`config.mk`:
```
export PLATFORM = sky130hd
export DESIGN_NAME = vpu_tile_responder
export DESIGN_NICKNAME = d
export VERILOG_FILES = /design/src/rtl/vpu_tile_responder.sv
export SDC_FILE = /design/constraint.sdc
export NUM_CORES = 1
export LEC_CHECK = 0
export CAP_MARGIN = 20
export CORE_ASPECT_RATIO = 0.8
export CORE_MARGIN = 2
export CORE_UTILIZATION = 40
export CTS_CLUSTER_DIAMETER = 80
export DETAILED_ROUTE_END_ITERATION = 10
export HOLD_SLACK_MARGIN = 0.06
export PLACE_DENSITY_LB_ADDON = 0.3
export SLEW_MARGIN = 5
export SYNTH_ARGS = -nofsm -noshare
export SYNTH_HDL_FRONTEND = slang
export SYNTH_SLANG_ARGS = --single-unit
```
`constraint.sdc`:
```
create_clock -name clk -period 2.1 [get_ports clk]
set_input_delay 0.42 -clock clk [delete_from_list [all_inputs] [get_ports clk]]
set_output_delay 0.42 -clock clk [all_outputs]
set_load 0.02 [all_outputs]
```
`src/rtl/vpu_tile_responder.sv`:
```
// Datapath-side responder to the VPU controller strobes: operand read addressing, result stores, writeback beats.
// Define VPU_RESP_ERRCHK_EN to build the strobe-protocol checker (err_len / err_overlap).
module vpu_tile_responder #(
    parameter int unsigned DW            = 16,
    parameter int unsigned ROW_A         = 4,
    parameter int unsigned COL_A         = 4,
    parameter int unsigned ROW_W         = 4,
    parameter int unsigned ADDR_W        = 10,
    parameter int unsigned TILES_PER_ROW = 2
) (
    input  logic                                          clk,
    input  logic                                          reset,
    input  logic                                          compute,
    input  logic                                          load_a,
    input  logic                                          load_w,
    input  logic                                          deload,
    input  logic                                          store,
    input  logic                                          deload_out,
    input  logic                                          reset_sys,
    input  logic [DW*ROW_A-1:0]                           res_in,
    input  logic                                          err_clr,
    output logic                                          a_rd_en,
    output logic [ADDR_W-1:0]                             a_rd_addr,
    output logic                                          w_rd_en,
    output logic [ADDR_W-1:0]                             w_rd_addr,
    output logic                                          out_wr_en,
    output logic [ADDR_W-1:0]                             out_wr_addr,
    output logic [DW*ROW_A-1:0]                           out_wr_data,
    output logic                                          wb_valid,
    output logic [((ROW_A > 1) ? $clog2(ROW_A) : 1)-1:0]  wb_idx,
    output logic [15:0]                                   tile_cnt,
    output logic                                          busy,
    output logic                                          err_len,
    output logic                                          err_overlap
);

    localparam int unsigned IW = (ROW_A > 1) ? $clog2(ROW_A) : 1;
    localparam int unsigned CW = 8;

    typedef enum logic [2:0] {S_IDLE, S_LDA, S_LDW, S_DRAIN, S_WB} state_t;

    state_t            state_q, state_d;
    logic [ADDR_W-1:0] a_base, w_base, out_addr;
    logic [CW-1:0]     a_cnt, w_cnt, o_cnt;
    logic              wb_legal_c;

    // Writeback is only allowed once a full row strip of tiles has completed.
    assign wb_legal_c = (tile_cnt % 16'(TILES_PER_ROW)) == 16'd0;

    // Operand reads are combinational so the SRAM sees the address in the strobe cycle.
    assign a_rd_en   = load_a & reset;
    assign a_rd_addr = reset ? a_base + ADDR_W'(a_cnt) : '0;
    assign w_rd_en   = load_w & reset;
    assign w_rd_addr = reset ? w_base + ADDR_W'(w_cnt) : '0;
    assign busy      = (state_q != S_IDLE);

    always_ff @(posedge clk or negedge reset) begin
        if (!reset) state_q <= S_IDLE;
        else        state_q <= state_d;
    end

    // The FSM always follows the most advanced strobe present, even an unexpected one.
    always_comb begin
        state_d = state_q;
        if (reset_sys)                                    state_d = S_IDLE;
        else if (deload_out)                              state_d = S_WB;
        else if (deload)                                  state_d = S_DRAIN;
        else if (load_w)                                  state_d = S_LDW;
        else if (load_a)                                  state_d = S_LDA;
        else if (state_q == S_DRAIN || state_q == S_WB)   state_d = S_IDLE;
    end

    always_ff @(posedge clk or negedge reset) begin
        if (!reset) begin
            a_base      <= '0;
            w_base      <= '0;
            out_addr    <= '0;
            a_cnt       <= '0;
            w_cnt       <= '0;
            o_cnt       <= '0;
            tile_cnt    <= '0;
            out_wr_en   <= 1'b0;
            out_wr_addr <= '0;
            out_wr_data <= '0;
            wb_valid    <= 1'b0;
            wb_idx      <= '0;
        end else begin
            if (compute) tile_cnt <= tile_cnt + 16'd1;

            if (reset_sys) begin
                a_base <= '0;
                w_base <= '0;
            end else if (compute) begin
                a_base <= a_base + ADDR_W'(COL_A);
                w_base <= w_base + ADDR_W'(ROW_W);
            end

            // Burst counters double as beat index; saturate so a runaway burst cannot alias a legal length.
            if (compute || !load_a)  a_cnt <= '0;
            else if (a_cnt != '1)    a_cnt <= a_cnt + CW'(1);
            if (compute || !load_w)  w_cnt <= '0;
            else if (w_cnt != '1)    w_cnt <= w_cnt + CW'(1);
            if (compute || !deload_out) o_cnt <= '0;
            else if (o_cnt != '1)       o_cnt <= o_cnt + CW'(1);

            // A store coinciding with reset_sys still writes at the pre-clear address.
            out_wr_en <= store;
            if (store) begin
                out_wr_addr <= out_addr;
                out_wr_data <= res_in;
            end
            if (reset_sys)  out_addr <= '0;
            else if (store) out_addr <= out_addr + ADDR_W'(1);

            wb_valid <= deload_out & wb_legal_c;
            wb_idx   <= (deload_out & wb_legal_c) ? IW'(o_cnt) : '0;
        end
    end

`ifdef VPU_RESP_ERRCHK_EN
    logic la_q, lw_q, do_q;
    logic ill_c, multi_c, len_bad_c, ovl_c;

    // Strobes that have no business appearing in the current phase.
    always_comb begin
        ill_c = 1'b0;
        case (state_q)
            S_IDLE:  ill_c = load_w | deload;
            S_LDA:   ill_c = deload | deload_out;
            S_LDW:   ill_c = load_a | deload_out;
            S_DRAIN: ill_c = load_a | load_w | deload_out;
            S_WB:    ill_c = load_a | load_w | deload;
            default: ill_c = 1'b0;
        endcase
    end

    assign multi_c = (load_a & load_w) | (load_a & deload) | (load_a & deload_out)
                   | (load_w & deload) | (load_w & deload_out) | (deload & deload_out);
    assign ovl_c   = multi_c | ill_c | (deload_out & ~wb_legal_c);
    assign len_bad_c = (la_q & ~load_a     & (a_cnt != CW'(COL_A)))
                     | (lw_q & ~load_w     & (w_cnt != CW'(ROW_W)))
                     | (do_q & ~deload_out & (o_cnt != CW'(ROW_A)))
                     | (compute & (load_a | load_w | deload_out));

    always_ff @(posedge clk or negedge reset) begin
        if (!reset) begin
            la_q        <= 1'b0;
            lw_q        <= 1'b0;
            do_q        <= 1'b0;
            err_len     <= 1'b0;
            err_overlap <= 1'b0;
        end else begin
            la_q        <= load_a;
            lw_q        <= load_w;
            do_q        <= deload_out;
            err_len     <= len_bad_c | (err_len & ~err_clr);
            err_overlap <= ovl_c | (err_overlap & ~err_clr);
        end
    end
`else
    logic unused_err_clr;
    assign unused_err_clr = err_clr;
    assign err_len        = 1'b0;
    assign err_overlap    = 1'b0;
`endif

endmodule

```
==> metrics <==
WHS=0.1740 ns; worst path arrival time=2.06 ns; Yosys cell types=42; Max Slew Vio Count=0; Vias/cell=4.917; cell area after synthesis=0.006666 sq mm; endpoint class of the critical path=output pin; depth of the CTS H-tree=4; setup tns final=-3.347 ns; buffers added on ports=189; setup ws final=-0.3797 ns; final WL=16080 microns; failing checks=negative setup slack; clock sink total=147; Final Cycle Share=118.1%; io pins=193; Rel. slew slack=48.01%; share of layout cells above drive strength 1=26.76%; CTS root buffer=clkbuf_16; area growth from synthesis to layout=50.26%; Post-route DRC=0; Reg clk slew, reported paths=0.06 ns; Crit-path slowest cell=dfrtp_1; CP cell instances=ha_4 > a211oi_4 > o21bai_2 > a21oi_2 > mux2i_2 > buf_4; Die X=148.3 microns; first-pass GRT wire length=26290 microns; post-synth top area cell=dfrtp_1; maximum VDD drop=0.5289 mV; cells on worst reg2reg path=5; initial antenna violation count=0; crit path time final=2.480 ns; RSZ-0062 raised after global routing=true; Fin. Hold Viols=0; vias in the first global route=5228; Pwr Density=767.3 mW/mm^2; TritonCTS clock tree=yes; Final Skew=0.008554 ns; DP Area=0.009178 sq mm; Util after Layout=60.90%; cell area after layout=0.01002 sq mm; sequential-to-total area share from yosys stat=55.18%; number of CTS-inserted buffers=17; Max Fanout on Critical Path=3; synth top area cells=dfrtp_1 55%, mux2_2 13%, nor2_1 4.0%; Yosys reg bits=147; Max-Cap Viols=0; number of flops mapped to enable cells by yosys=0; Max Fclk=403.3 MHz; actual slew at the worst max-slew pin=0.7799 ns; Diodes inserted=0; syn_area_per_cell=11.80 sq um; gr ovfl total=0; die area=0.01772 sq mm; via count=5123; yosys warns=0; slowest cell delay on critical path=0.41 ns; Top FF cell, synth=dfrtp_1; P_leak=4.377 nW; largest net degree at the start of global routing=62; Worst Path Required=1.68 ns; CP startpoint kind=flip-flop; Register-to-Register Setup Slack=0.50 ns; placer congestion estimate=0.8356; endpoints failing setup=13; Tightest Hold Check Type=in2async; status=complete, but fails checks; detailed placement HPWL=11650 microns; Die H=119.5 microns; num rows=42; Pre-antenna DRT Iters=5; Starting Density=40.53%; core area=0.01645 sq mm; Final Power=7.686 mW; Clock Latency Late Sink=0.42 ns; Async S/R FF share, synth=100.0%; critical path class=reg2out; drt initial violations=187; clk buf depth=2; Routed WL per cell=15.43 microns; Yosys top cell area share=55.18%; gr usage total=18.70%; post-route ant nets=0; Post-Synthesis Cells=565; final-stage net count=903
-- synth_stat cells (2+ instances only) --
library cell / instances
xnor2_1: 22
mux2i_1: 11
clkbuf_1: 6
o31a_1: 2
and4_1: 3
and2_1: 12
o21bai_1: 3
o21ai_0: 11
dfrtp_1: 147
nand3_1: 19
nand4_1: 14
xor2_1: 24
nor4b_1: 2
buf_4: 2
ha_1: 19
mux2_2: 75
and3_1: 12
a31oi_1: 7
inv_1: 2
nand2b_1: 9
a21oi_1: 10
a211oi_1: 5
nor2_1: 71
o2111ai_1: 2
nor3_1: 20
buf_2: 12
or3_1: 4
nand2_1: 20
nor2b_1: 6
-- worst max-delay path, delay by kind of cell (launching register included) --
kind                     cells  cell delay (ns)
flip-flops                   1             0.41
multiplexers                 1             0.22
adder cells (fa/ha/maj)      1             0.26
buffers and inverters        1             0.16
AO/OA/AOI/OAI                3             0.58
-- sequential cells by signal, indices dropped and copies added, names as in the netlist --
name and count:
out_wr_data 64, wb_valid 1, o_cnt 8, out_addr 10, out_wr_addr 10, state_q 3, a_base 8, tile_cnt 16
w_base 8, w_cnt 8, wb_idx 2, out_wr_en 1, a_cnt 8
-- power by group --
| part | switching, mW | total, mW | internal [mW] |
|---|---|---|---|
| sequential | 0.187 | 3.24 | 3.06 |
| clock | 1.22 | 3.05 | 1.83 |
| combinational | 0.651 | 1.39 | 0.743 |
| total | 2.06 | 7.69 | 5.63 |
-- path summary, 6_finish.rpt --
path,start,end
max in group asynchronous,reset,out_wr_data[11]
min in group clk,tile_cnt[15],tile_cnt[15]
min reg2reg,tile_cnt[15],tile_cnt[15]
min,reset,a_base[7]
max,a_cnt[3],a_rd_addr[7]
max reg2reg,a_cnt[0],a_cnt[1]
-- layout by cell type (no fill, tap or decap), drive strengths merged, types with 4 or more instances in the layout --
master,Yosys,routed
xnor2,22,22
mux2i,11,11
nand4,15,15
a31oi,7,7
ha,19,19
nor2,71,71
clkdlybuf4s50,0,168
and3,13,13
nor2b,6,6
nand3,20,20
o21ai,11,11
dfrtp,147,147
buf,15,72
inv,2,7
a211oi,5,5
a21oi,10,10
or3,4,4
nor3,20,20
clkbuf,6,19
nand2b,9,9
nand2,20,20
mux2,75,75
xor2,24,24
and2,12,12
dlygate4sd2,0,4
-- final cells by class --
cell class / instances / area (sq um)
fill: 1326 / 6431
inverter: 3 / 11.26
timing repair buffer: 246 / 2335
multi-input combinational: 395 / 3120
sequential: 147 / 3679
tap: 220 / 275.3
clock buffer: 19 / 452.9
clock inverter: 12 / 143.9
-- through the flow --
| stage | setup WS, ns | std cells |
|---|---|---|
| 2_1_floorplan | 0.01687 | 566 |
| 5_1_grt | -0.4833 | 1042 |
| 6_report | -0.3797 | 1042 |
| 3_5_place_dp | -0.4897 | 1005 |
| 4_1_cts | -0.4015 | 1042 |
| 3_3_place_gp | -0.4443 | 1005 |
-- cell families after synthesis --
logic type	count (synthesis)	share of synthesized area, %
AO/OA/AOI/OAI	43	3.998
XOR/XNOR	46	6.043
adder cells (fa/ha/maj)	19	3.566
buffers and inverters	24	1.689
flip-flops	147	55.18
multiplexers	86	14.32
other	1	0.05625
AND/OR/NAND/NOR	199	15.15
-- metal layers --
| layer | wire, microns | track usage (%) | part of all wire [%] |
|---|---|---|---|
| met5 | 0 | 0 | 0 |
| met3 | 904 | 5.364 | 5.6 |
| met1 | 7283 | 24.31 | 45 |
| met2 | 7764 | 30.82 | 48 |
| met4 | 124 | 4.940 | 0.77 |
-- timing repair --
action / in CTS / in global routing
endpoints found under the hold margin: 5 / 0
resized for setup: 103 / 24
hold buffers: 1 / 0
setup buffers: 6 / 2
pin swaps: 15 / 14
endpoints found under the setup margin: 18 / 15
Note: power is estimated with default switching activity, not from simulation.
